**src/rtl/codec_pkg.sv**
```systemverilog
// codec_pkg: shared constants, stereo sample type and I2S frame builder for the CS4272 interface
// Contents: DATA_W/SLOT_BITS/SCLK_DIV/FRAME_CNT_W constants, stereo_smpl_t, build_frame()
package codec_pkg;
    localparam int DATA_W      = 16;
    localparam int SLOT_BITS   = 32;
    localparam int SCLK_DIV    = 16;
    localparam int SCLK_LOG    = $clog2(SCLK_DIV);
    localparam int FRAME_CNT_W = $clog2(2 * SLOT_BITS * SCLK_DIV);
    localparam int FRAME_W     = 2 * SLOT_BITS;
    localparam int PAD_W       = SLOT_BITS - DATA_W - 1;

    typedef struct packed {
        logic signed [DATA_W-1:0] lft;
        logic signed [DATA_W-1:0] rht;
    } stereo_smpl_t;

    // Leading 0 per slot gives the one-SCLK I2S delay after each LRCLK edge
    function automatic logic [FRAME_W-1:0] build_frame(input stereo_smpl_t s);
        return {1'b0, s.lft, {PAD_W{1'b0}}, 1'b0, s.rht, {PAD_W{1'b0}}};
    endfunction
endpackage

```
**src/rtl/codec_clk_gen.sv**
```systemverilog
// codec_clk_gen: free-running frame counter producing MCLK/SCLK/LRCLK and load/shift strobes
// Ports: clk, rst_n (async active-low) in; o_mclk, o_sclk, o_lrclk, o_load_pt, o_shift_pt out
module codec_clk_gen
    import codec_pkg::*;
(
    input  logic clk,
    input  logic rst_n,
    output logic o_mclk,
    output logic o_sclk,
    output logic o_lrclk,
    output logic o_load_pt,
    output logic o_shift_pt
);
    logic [FRAME_CNT_W-1:0] r_cnt;

    always_ff @(posedge clk or negedge rst_n) begin
        if (!rst_n) r_cnt <= '0;
        else        r_cnt <= r_cnt + FRAME_CNT_W'(1);
    end

    // Clocks are direct counter bits, so they are glitch-free
    assign o_mclk     = r_cnt[1];
    assign o_sclk     = r_cnt[SCLK_LOG-1];
    assign o_lrclk    = r_cnt[FRAME_CNT_W-1];
    assign o_load_pt  = &r_cnt;
    assign o_shift_pt = &r_cnt[SCLK_LOG-1:0];
endmodule

```
**src/rtl/codec_i2s_tx.sv**
```systemverilog
// codec_i2s_tx: stereo sample buffer and I2S serializer driving SDin of the CS4272
// Ports: clk, rst_n (async active-low), lft_in, rht_in, smpl_vld in;
//        smpl_rdy, MCLK, SCLK, LRCLK, SDin, frame_strt, underrun out
// Option: CODEC_TX_UNDERRUN_MUTE_EN makes an underrun frame silent instead of repeating the last pair
module codec_i2s_tx
    import codec_pkg::*;
(
    input  logic              clk,
    input  logic              rst_n,
    input  logic [DATA_W-1:0] lft_in,
    input  logic [DATA_W-1:0] rht_in,
    input  logic              smpl_vld,
    output logic              smpl_rdy,
    output logic              MCLK,
    output logic              SCLK,
    output logic              LRCLK,
    output logic              SDin,
    output logic              frame_strt,
    output logic              underrun
);
    logic               w_load_pt;
    logic               w_shift_pt;
    logic               w_xfer;
    logic               w_bypass;
    logic               w_hold_full_nxt;
    stereo_smpl_t       w_in;
    stereo_smpl_t       w_ld_smpl;
    stereo_smpl_t       r_hold;
    stereo_smpl_t       r_last;
    logic               r_hold_full;
    logic               r_rdy;
    logic [FRAME_W-1:0] r_shreg;

    codec_clk_gen u_clk_gen (
        .clk        (clk),
        .rst_n      (rst_n),
        .o_mclk     (MCLK),
        .o_sclk     (SCLK),
        .o_lrclk    (LRCLK),
        .o_load_pt  (w_load_pt),
        .o_shift_pt (w_shift_pt)
    );

    assign w_in     = {lft_in, rht_in};
    assign w_xfer   = smpl_vld && r_rdy;
    // Empty buffer with a sample offered on the load cycle goes straight into the frame
    assign w_bypass = !r_hold_full && smpl_vld;
`ifdef CODEC_TX_UNDERRUN_MUTE_EN
    assign w_ld_smpl = r_hold_full ? r_hold : w_bypass ? w_in : '0;
`else
    assign w_ld_smpl = r_hold_full ? r_hold : w_bypass ? w_in : r_last;
`endif
    assign w_hold_full_nxt = w_load_pt ? 1'b0 : (r_hold_full || w_xfer);

    assign smpl_rdy   = r_rdy;
    assign SDin       = r_shreg[FRAME_W-1];
    assign frame_strt = w_load_pt;
    assign underrun   = w_load_pt && !r_hold_full && !smpl_vld;

    always_ff @(posedge clk or negedge rst_n) begin
        if (!rst_n) begin
            r_hold_full <= 1'b0;
            r_rdy       <= 1'b1;
            r_hold      <= '0;
            r_last      <= '0;
            r_shreg     <= '0;
        end else begin
            r_hold_full <= w_hold_full_nxt;
            r_rdy       <= !w_hold_full_nxt;
            if (w_xfer) r_hold <= w_in;
            if (w_load_pt) begin
                r_last  <= w_ld_smpl;
                r_shreg <= build_frame(w_ld_smpl);
            end else if (w_shift_pt) begin
                r_shreg <= r_shreg << 1;
            end
        end
    end
endmodule
```
**config.mk**
```make
export PLATFORM = sky130hd
export DESIGN_NAME = codec_i2s_tx
export DESIGN_NICKNAME = d
export VERILOG_FILES = /design/src/rtl/codec_pkg.sv /design/src/rtl/codec_clk_gen.sv /design/src/rtl/codec_i2s_tx.sv
export SDC_FILE = /design/constraint.sdc
export NUM_CORES = 1
export LEC_CHECK = 0
export CAP_MARGIN = 30
export CORE_MARGIN = 1.5
export CORE_UTILIZATION = 58
export DETAILED_ROUTE_END_ITERATION = 8
export PLACE_DENSITY = 0.79
export SETUP_SLACK_MARGIN = 0.5
export SYNTH_ARGS = -nofsm -noshare
export SYNTH_HDL_FRONTEND = slang
export SYNTH_SLANG_ARGS = --single-unit
export TNS_END_PERCENT = 1
```
**constraint.sdc**
```tcl
create_clock -name clk -period 1.7 [get_ports clk]
set_clock_uncertainty 0.1 [all_clocks]
set_input_delay 0.34 -clock clk [delete_from_list [all_inputs] [get_ports clk]]
set_output_delay 0.34 -clock clk [all_outputs]
set_load 0.05 [all_outputs]
```
* Yosys cells after proc, flatten, opt, wreduce, memory -nomap -nowiden
Index checks and enable logic that the tools add are counted.
Operators by class: mux-type cells 5, $add $sub $neg 1, reduce and logical (&&, ||, !) cells 11
Operator list (count):
- $mux 64 | 2
- $mux 32 | 2
- $add 10x1->10 const B | 1
- $reduce_and 10->1 | 1
- $logic_and 1x1->1 | 4
- $reduce_and 4->1 | 1
- $logic_not 1->1 | 3
- $reduce_bool 2->1 | 1
- $logic_or 1x1->1 | 1
- $mux 1 | 1
Word-level totals: output and inout bits 7, register bits after elaboration 140, word-level logic and storage cells 25

* Depth between registers and ports, before layout
Gate-level depths: netlist of run 1.
word-level depth 5, mapped depth 6

* Hierarchy
Synthesis of run 1 repeated with hierarchy kept, for this count alone.
Unflattened totals: cell total of the unflattened synthesis 555, area total of the unflattened synthesis 6029.5 um^2
Modules (own cells, without submodules):
- codec_i2s_tx | cells each 520, area an instance 5597.9 um^2, seq. area each 2879.0 um^2, instances 1
- codec_clk_gen | cells each 35, area an instance 431.7 um^2, seq. area each 250.2 um^2, instances 1

* Worst setup path before layout of run 1
OpenSTA, ideal clock, no wires.
kind register to output, from register u_clk_gen.r_cnt[3], to output underrun, path buffers 2, arrival 2.488 ns, path slack -1.228 ns, stages on the path, launching flop included 6, cells stage by stage dfrtp_1 > and3_1 > nand4_1 > buf_4 > buf_2 > nor3_1
On the way: cells in the longest elaborated chain, start to end 3
Ends and longest elaborated chain:
- from (decl) | RTL line codec_clk_gen.sv:14 | logic [FRAME_CNT_W-1:0] r_cnt;
- from (signal assigned) | RTL line codec_clk_gen.sv:18 | else r_cnt <= r_cnt + FRAME_CNT_W'(1);
- $reduce_and 10->1 | RTL line codec_clk_gen.sv:25 | assign o_load_pt = &r_cnt;
- $logic_and 1x1->1 (2 in a row) | RTL line codec_i2s_tx.sv:58 | assign underrun = w_load_pt && !r_hold_full && !smpl_vld;
- to (decl) | RTL line codec_i2s_tx.sv:19 | output logic underrun
Every way passes these cells.

* Worst setup path after layout of run 1
from register u_clk_gen.r_cnt[9], to output underrun
The elaborated chain is that of the path after synthesis.

==> results.json, run 1 <==
{
  "status": "finished, violations left",
  "violations": "setup timing",
  "synth_top_cell_area_share": 0.560,
  "netlist_area_mm2": 0.00554,
  "synth_seq_cells": 125,
  "die_h_um": 101,
  "routed-wl-met3_um": 470,
  "reg2regPathDepth": 7,
  "p_sw_mw": 1.88,
  "htreeDepth": 4,
  "ys.flop_type": "dfrtp_1",
  "endpoint": "underrun",
  "synth_top_area_cell": "dfrtp_1",
  "critPathCaptureType": "output port",
  "synthArstFlopShare": 1.00,
  "route.met2.wl_mm": 6.43,
  "p_total_mw": 8.06,
  "ios": 42,
  "ys_warn_count": 0,
  "rows": 35,
  "avgSynthCellArea_um2": 12.8,
  "num_vias": 3710,
  "antenna_cells": 0,
  "rsz0062_at_grt": "yes",
  "rrSetupSlack_ns": -0.19,
  "crit_start": "u_clk_gen.r_cnt[9]",
  "cts_buffer_depth": 2,
  "drtIter0Drc": 188,
  "cp.arrival_ns": 1.75,
  "area_growth_pct": 31.9,
  "finalWirelength_mm": 12.2,
  "peakVddDrop_v": 0.000976,
  "post_dp_cell_area_mm2": 0.00641,
  "grt_antenna_before_repair": 0,
  "synth.most_common_cell": "dfrtp_1",
  "ys_top_cells_by_area": "dfrtp_1 (56%), mux2_2 (7.7%), mux2_4 (7.0%), mux2i_1 (5.8%), a221o_1 (5.4%)",
  "worst-path-buf-inv": 2,
  "layout_setup_ws_ns": -0.489,
  "leakage_nw": 3.76,
  "route.detailed.drc": 0,
  "yosysUniqueCellTypes": 27,
  "netlist_instances": 431,
  "swShare": 0.233,
  "start_kind": "register",
  "clk_latency_ns": 0.51,
  "maxSlewHeadroom": 0.754,
  "grt_max_degree": 56,
  "placeableCoreArea_mm2": 0.00924,
  "dp_hpwl_mm": 6.80,
  "critPathKind": "register to output port",
  "cp_data_required_time_ns": 1.26,
  "internal_power_mw": 6.18,
  "cts_tree": "built",
  "cts_buffers": 17,
  "drv_cap": 0,
  "hp-class": "primary input to asynchronous set/reset pin",
  "slew_viol_final": 0,
  "max_stage_delay_ns": 0.36,
  "critPathMaxFanout": 4,
  "io_buffers": 41,
  "ys_seq_area_frac": 0.565,
  "die_w_um": 101,
  "initial_core_util": 0.599,
  "final_area_mm2": 0.00731,
  "drt-pass1-iter-count": 4,
  "clock-sinks": 125,
  "path_depth": 5,
  "post_drt_wl_per_cell_um": 19.1,
  "cts_root_buf": "clkbuf_8",
  "synth_edf_count": 0,
  "grtUsageTotal": 0.267,
  "synthTopCellsByCount": "dfrtp_1 (124), mux2_2 (38), nand2_1 (38), nor2_1 (35), a21o_1 (33)",
  "path_delay_family": "simple AND/OR/NAND/NOR gates",
  "r2r-start": "u_clk_gen.r_cnt[9]",
  "synth.net_count": 467,
  "gp_congestion": 0.756,
  "finalSetupTns_ns": -6.99,
  "grt_pass1_wl_mm": 20.4,
  "worst_slew_pin_slew_ns": 0.369,
  "pwr-share-clk": 0.434,
  "fin_nets": 534,
  "cts.clk_slew.worst_paths_ns": 0.06,
  "hold_violations": 0,
  "fmax_mhz": 457,
  "power_density_mw_per_mm2": 1100,
  "final_layout_size_suffix_gt1_frac": 0.344,
  "cp_slowest_cell": "dfrtp_2",
  "post-route-min-period_ns": 2.19,
  "timing.final.crit_share": 1.29,
  "setup_viol": 61,
  "ant_nets": 0,
  "r2r_end": "r_shreg[48]",
  "grt_overflow": 0,
  "path_common_cell": "buf_12",
  "grt_pass1_vias": 3976,
  "seq_power_share": 0.432,
  "dieArea_mm2": 0.0101,
  "path_cells": "and4_4 -> nand4_1 -> buf_12 -> nor3_4 -> buf_12",
  "p_comb_frac": 0.134,
  "top_layer_used": "met4",
  "viasPerCell": 5.80,
  "met1Wirelength_mm": 5.21
}
[how the worst min path moves through the flow]
stage / start / to / slack [ns]
after global placement: rst_n / r_hold[29] / 0.18
after CTS: rst_n / r_hold[30] / 0.18
after global routing: rst_n / r_hold[30] / 0.21
after detailed placement: rst_n / r_hold[30] / 0.18
after floorplan: rst_n / r_hold[0] / -0.06
final: rst_n / r_hold[30] / 0.18
[sequential cells by signal, summed over array words and instances (netlist names)]
| register | cells |
|---|---|
| r_last | 32 |
| r_hold | 32 |
| smpl_rdy | 1 |
| r_shreg | 49 |
| r_hold_full | 1 |
| u_clk_gen.r_cnt | 10 |
[worst reg2reg max path, stage by stage, from the launching register on]
cell and delay, ns:
dfrtp_2 0.41, and4_4 0.19, nand4_1 0.13, buf_12 0.14, buf_4 0.21, buf_12 0.20
nor2_1 0.10, a221o_1 0.27
[stage by stage]
| stage | cells | util | hold slack (ns) | setup slack [ns] |
|---|---|---|---|---|
| after floorplan | 431 | - | -0.0556 | -0.413 |
| after global placement | 604 | 0.694 | 0.181 | -0.0235 |
| after detailed placement | 604 | 0.694 | 0.176 | -0.0621 |
| after CTS | 639 | 0.782 | 0.177 | -0.515 |
| after global routing | 640 | 0.791 | 0.207 | -0.549 |
| final | 640 | 0.791 | 0.179 | -0.489 |
[logic make-up (layout without fill, tap and decap cells)]
kind of cell,Yosys count,in the layout,synth area share
adder cells (fa/ha/maj),1,1,0.00226
XOR/XNOR,8,8,0.0127
buffers and inverters,34,114,0.0348
AND/OR/NAND/NOR,84,84,0.0619
flip-flops,125,125,0.565
AO/OA/AOI/OAI,83,83,0.118
multiplexers,96,96,0.206
[area by class of cell]
| type | instances | area, um2 |
|---|---|---|
| multi-input combinational | 272 | 2500 |
| clock inverter | 13 | 149 |
| sequential | 125 | 3140 |
| fill | 525 | 1930 |
| clock buffer | 19 | 422 |
| inverter | 4 | 15.0 |
| timing repair buffer | 78 | 922 |
| tap | 129 | 161 |
[power by group through the flow]
stage	Combinational, mW	Sequential (mW)	Clock [mW]
2_1_floorplan	0.604	3.46	0
3_3_place_gp	0.856	3.48	0
3_5_place_dp	0.895	3.50	0
4_1_cts	1.07	3.47	3.52
5_1_grt	1.16	3.51	3.67
6_report	1.08	3.48	3.50
[layout by cell type (no fill, tap or decap), drive strengths merged]
cell	count
dfrtp	124
a21o	33
and2	1
bufinv	3
nor2	35
clkinvlp	2
mux2	64
a211o	1
xnor2	4
dfstp	1
a221o	30
xor2	4
o21ai	18
inv	4
ha	1
clkdlybuf4s50	32
buf	45
clkbuf	19
nand2	38
nand4	1
and3	1
nor3b	1
nor3	1
a21oi	1
nand3	4
and4	2
clkinv	8
dlygate4sd3	1
mux2i	32
[routing by layer]
metal,vias to the layer above,track usage
met4,0,0.0661
li1,1680,-
met2,84,0.462
met1,1935,0.337
met5,-,0
met3,11,0.0707
[timing repair]
item                                    4_1_cts  5_1_grt
hold buffers                                  1        0
endpoints found under the hold margin        69        0
pin swaps                                    11       10
endpoints found under the setup margin      126      126
resized for setup                            54       26
setup buffers                                 2        1
Power figures use the tool's default switching activity.
==> run 2, diff against run 1 <==
CORE_ASPECT_RATIO = 1.1   (was not set)
CORE_UTILIZATION = 45   (was 58)
CTS_CLUSTER_DIAMETER = 30   (was not set)
PLACE_DENSITY = not set   (was 0.79)
==> run 2 against run 1 <==
Compared with the run above:
- the run still ends with setup timing left
- count of clock-buffer cells in the layout up 6
- flip-flop and latch count unchanged
- sequential share of layout area down 0.97 points
- clock power up 13%
- final area up 2.3%
- fmax up 6.8%
- final cell count up 3.6%
- global-route usage down 7.3 points
- critical endpoint unchanged
- largest power group unchanged
==> results.json, run 2 (synthesized netlist as in run 1, its figures left out) <==
{
  "rsz0062_at_grt": "yes",
  "grt_pass1_wl_mm": 19.3,
  "mostFrequentLayoutCell": "dfrtp_1",
  "cts_tree": "built",
  "layout.cells.non_filler": 663,
  "drt-pass1-iter-count": 4,
  "rows": 42,
  "area_growth_pct": 35.0,
  "critPathCaptureType": "output port",
  "top_regs": "r_shreg: 49 flops, r_hold: 32 flops, r_last: 32 flops",
  "top_register": "r_shreg",
  "cts_root_buf": "clkbuf_16",
  "antenna_cells": 0,
  "p_total_mw": 8.54,
  "clock-sinks": 125,
  "finalWirelength_mm": 11.4,
  "worst_slew_pin_slew_ns": 0.312,
  "hp-class": "primary input to asynchronous set/reset pin",
  "power_density_mw_per_mm2": 1140,
  "initial_core_util": 0.460,
  "cp_slowest_cell": "dfrtp_2",
  "num_vias": 3591,
  "start_kind": "register",
  "status": "finished, violations left",
  "setup_viol": 28,
  "grt_overflow": 0,
  "clk_latency_ns": 0.41,
  "hold_violations": 0,
  "die_w_um": 109,
  "fin_util": 0.621,
  "post_drt_wl_per_cell_um": 17.2,
  "fin_nets": 533,
  "viasPerCell": 5.42,
  "drtIter0Drc": 168,
  "worst_hold_slack_ns": 0.258,
  "die_h_um": 119,
  "violations": "setup timing",
  "cts.clk_slew.worst_paths_ns": 0.05,
  "grtUsageTotal": 0.194,
  "dieArea_mm2": 0.0130,
  "layout_setup_ws_ns": -0.351,
  "path_cells": "and4_4 -> nand4_1 -> buf_6 -> nor3_4 -> buf_12",
  "post_dp_cell_area_mm2": 0.00646,
  "post-route-min-period_ns": 2.05,
  "finalSetupTns_ns": -1.28,
  "peakVddDrop_v": 0.000858,
  "leakage_nw": 3.81,
  "layout_common_cells": "dfrtp_1 (120), mux2_4 (58), a21o_1 (33)",
  "dp_slack_ns": -0.0762,
  "dp_hpwl_mm": 6.94,
  "grt_pass1_vias": 3848,
  "route.detailed.drc": 0,
  "cp.arrival_ns": 1.61,
  "htreeDepth": 4,
  "ios": 42,
  "critPathMaxFanout": 3,
  "critPathKind": "register to output port",
  "cts_buffer_depth": 2,
  "fmax_mhz": 488,
  "final_area_mm2": 0.00747,
  "drv_cap": 0,
  "grt_antenna_before_repair": 0,
  "gp_congestion": 0.708,
  "cts_buffers": 17,
  "maxSlewHeadroom": 0.786,
  "placeableCoreArea_mm2": 0.0120,
  "timing.final.crit_share": 1.21,
  "ant_nets": 0,
  "largest_register_ffs": 49,
  "cp_data_required_time_ns": 1.26,
  "slew_viol_final": 0,
  "final_layout_size_suffix_gt1_frac": 0.344,
  "dpl.cell_count": 629,
  "max_stage_delay_ns": 0.36,
  "io_buffers": 41,
  "grt_max_degree": 54
}
-- run 2: worst paths after layout --
| path | from | to | slack (ns) | cells past startpoint |
|---|---|---|---|---|
| max | u_clk_gen.r_cnt[9] | underrun | -0.35 | 5 |
| min | rst_n | r_hold[29] | 0.26 | 2 |
| max reg2reg | u_clk_gen.r_cnt[3] | r_shreg[17] | -0.05 | 7 |
| min reg2reg | r_last[27] | r_last[27] | 0.37 | 1 |
| max in group asynchronous | rst_n | r_hold[16] | 0.67 | 3 |
| min in group clk | r_last[27] | r_last[27] | 0.37 | 1 |
-- run 2: what timing repair did --
| item | in CTS | in global routing |
|---|---|---|
| setup buffers | 1 | 1 |
| hold buffers | 1 | 0 |
| resized for setup | 100 | 7 |
| cloned | 0 | 0 |
| pin swaps | 38 | 6 |
| endpoints found under the setup margin | 126 | 127 |
| hold endpoints to repair | 16 | 0 |
-- run 2: routing by layer --
layer / track usage / share of wire / vias to the layer above
li1: - / - / 1692
met1: 0.257 / 0.47 / 1824
met2: 0.307 / 0.48 / 57
met3: 0.0487 / 0.030 / 18
met4: 0.0715 / 0.017 / 0
met5: 0 / 0 / -
-- run 2: cell type report --
class	count	area, um2
Fill cell	913	4560
Sequential cell	125	3130
Multi-Input combinational cell	272	2520
Timing Repair Buffer	77	960
Clock buffer	25	495
Tap cell	154	193
Clock inverter	6	155
Inverter	4	15.0
-- run 2: power breakdown --
group / internal (mW) / total, mW / leakage (nW) / switching, mW
clock: 2.75 / 3.97 / 0.318 / 1.23
combinational: 0.692 / 1.09 / 1.92 / 0.394
sequential: 3.29 / 3.48 / 1.58 / 0.182
total: 6.73 / 8.54 / 3.81 / 1.80
-- run 2: worst max-delay path: cells and delay by family, from the launching register on --
kind                   cells  cell delay (ns)
AND/OR/NAND/NOR            3             0.51
flip-flops                 1             0.36
buffers and inverters      2             0.33
==> run 3, diff against run 2 <==
PLACE_DENSITY = 0.62   (was not set)
==> run 3 against run 2 <==
Compared with the run above:
- the flow still finishes with violations (setup timing)
- utilization down 2.3 points
- die area stayed put
- critical path depth stayed put
- clock power decreased by 8.1%
- total power fell by 4.4%
- fmax rose by 2.4%
- non-clock buffer count down 5
- sequential share of layout area up 1.7 points
- largest cell class unchanged
- largest power group unchanged
==> results.json, run 3 (synthesized netlist as in run 1, its figures left out) <==
{
  "grt_pass1_wl_mm": 18.9,
  "gp_congestion": 0.698,
  "p_total_mw": 8.16,
  "fmax_mhz": 499,
  "final_layout_size_suffix_gt1_frac": 0.284,
  "drv_cap": 0,
  "rsz0062_at_grt": "yes",
  "setup_viol": 41,
  "finalSetupTns_ns": -2.99,
  "rows": 42,
  "placeableCoreArea_mm2": 0.0120,
  "grt_pass1_vias": 3930,
  "cts.clk_slew.worst_paths_ns": 0.05,
  "hp-class": "primary input to asynchronous set/reset pin",
  "drt-pass1-iter-count": 4,
  "cp.arrival_ns": 1.56,
  "layout_common_cells": "dfrtp_1 (119), mux2_4 (58), nand2_1 (37)",
  "mostFrequentLayoutCell": "dfrtp_1",
  "cts_buffer_depth": 2,
  "layout_setup_ws_ns": -0.303,
  "clock-sinks": 125,
  "route.detailed.drc": 0,
  "fill_cells": 942,
  "cp_data_required_time_ns": 1.26,
  "rrSetupSlack_ns": -0.15,
  "slew_viol_final": 0,
  "antenna_cells": 0,
  "critPathCaptureType": "output port",
  "worst_slew_pin_slew_ns": 0.294,
  "grt_max_degree": 55,
  "dp_hpwl_mm": 6.69,
  "seq_area_mm2": 0.00314,
  "status": "finished, violations left",
  "timing.final.crit_share": 1.18,
  "leakage_nw": 3.73,
  "crit_start": "u_clk_gen.r_cnt[3]",
  "r2r-start": "u_clk_gen.r_cnt[3]",
  "worst_hold_slack_ns": 0.272,
  "peakVddDrop_v": 0.000563,
  "start_kind": "register",
  "power_density_mw_per_mm2": 1130,
  "critPathMaxFanout": 3,
  "maxSlewHeadroom": 0.804,
  "cts_root_buf": "clkbuf_16",
  "post-route-min-period_ns": 2.00,
  "dieArea_mm2": 0.0130,
  "ant_nets": 0,
  "grt_antenna_before_repair": 0,
  "violations": "setup timing",
  "critPathKind": "register to output port",
  "ios": 42,
  "post_drt_wl_per_cell_um": 16.9,
  "cts_buffers": 17,
  "grtUsageTotal": 0.190,
  "drtIter0Drc": 201,
  "cp_slowest_cell": "dfrtp_2",
  "io_buffers": 41,
  "top_register": "r_shreg",
  "num_vias": 3548,
  "final_area_mm2": 0.00719,
  "clk_latency_ns": 0.41,
  "path_cells": "and3_4 -> nand4_1 -> buf_6 -> nor3_4 -> buf_12",
  "initial_core_util": 0.460,
  "finalWirelength_mm": 11.1,
  "hold_violations": 0,
  "htreeDepth": 4,
  "grt_overflow": 0,
  "die_w_um": 109,
  "die_h_um": 119,
  "viasPerCell": 5.40,
  "fin_nets": 528,
  "area_growth_pct": 29.8,
  "top_regs": "r_shreg: 49 flops, r_hold: 32 flops, r_last: 32 flops",
  "largest_register_ffs": 49,
  "cts_tree": "built",
  "multi_input_area_mm2": 0.00237,
  "max_stage_delay_ns": 0.36,
  "post_dp_cell_area_mm2": 0.00639
}
-- run 3: changes by cell type in the layout (fill, tap and decap cells not counted), sizes merged --
| cell | change |
|---|---|
| buf | -5 |
| bufinv | -2 |
| clkbuf | -2 |
| clkinv | +2 |
| clkinvlp | +1 |
-- run 3: repair_timing --
item / in CTS / in global routing
hold endpoints to repair: 23 / 0
buffers inserted: 4 / 0
endpoints found under the setup margin: 126 / 171
pin swaps: 4 / 1
resized for setup: 41 / 18
hold buffers: 1 / 0
-- run 3: critical path: cells and delay by family (launching register included) --
kind                   cells  cell delay (ns)
AND/OR/NAND/NOR            3             0.47
buffers and inverters      2             0.32
flip-flops                 1             0.36
-- run 3: path summary, 6_finish.rpt --
path | endpoint | cells after the start
worst max-delay path | underrun | 5
max in group asynchronous | smpl_rdy | 3
worst min-delay path | r_hold[29] | 2
min in group clk | r_last[29] | 1
worst min register to register | r_last[29] | 1
worst max register to register | r_shreg[54] | 7
-- run 3: final cells by class --
cell class	count	area share
clock buffers	23	0.0665
multi-input cells	272	0.329
inverters	4	0.00209
well taps	154	0.0268
flip-flops and latches	125	0.436
repair buffers	72	0.124
clock inverters	7	0.0157
-- run 3: stage by stage --
step / setup slack [ns] / std cells / utilization
floorplan: -0.413 / 431 / -
global placement: -0.0586 / 622 / 0.531
detailed placement: -0.0742 / 622 / 0.531
CTS: -0.320 / 657 / 0.596
global route: -0.375 / 657 / 0.598
finish: -0.303 / 657 / 0.598
-- run 3: per-layer routing --
layer  vias to the layer above  track usage  share of wire
met4                         0       0.0691          0.012
li1                       1670            -              -
met3                        10       0.0449          0.030
met5                         -            0              0
met2                        67        0.303           0.48
met1                      1801        0.251           0.48
-- run 3: report_power, final --
part	internal, mW	switching (mW)
combinational	0.681	0.349
clock	2.40	1.25
sequential	3.29	0.189
total	6.37	1.79
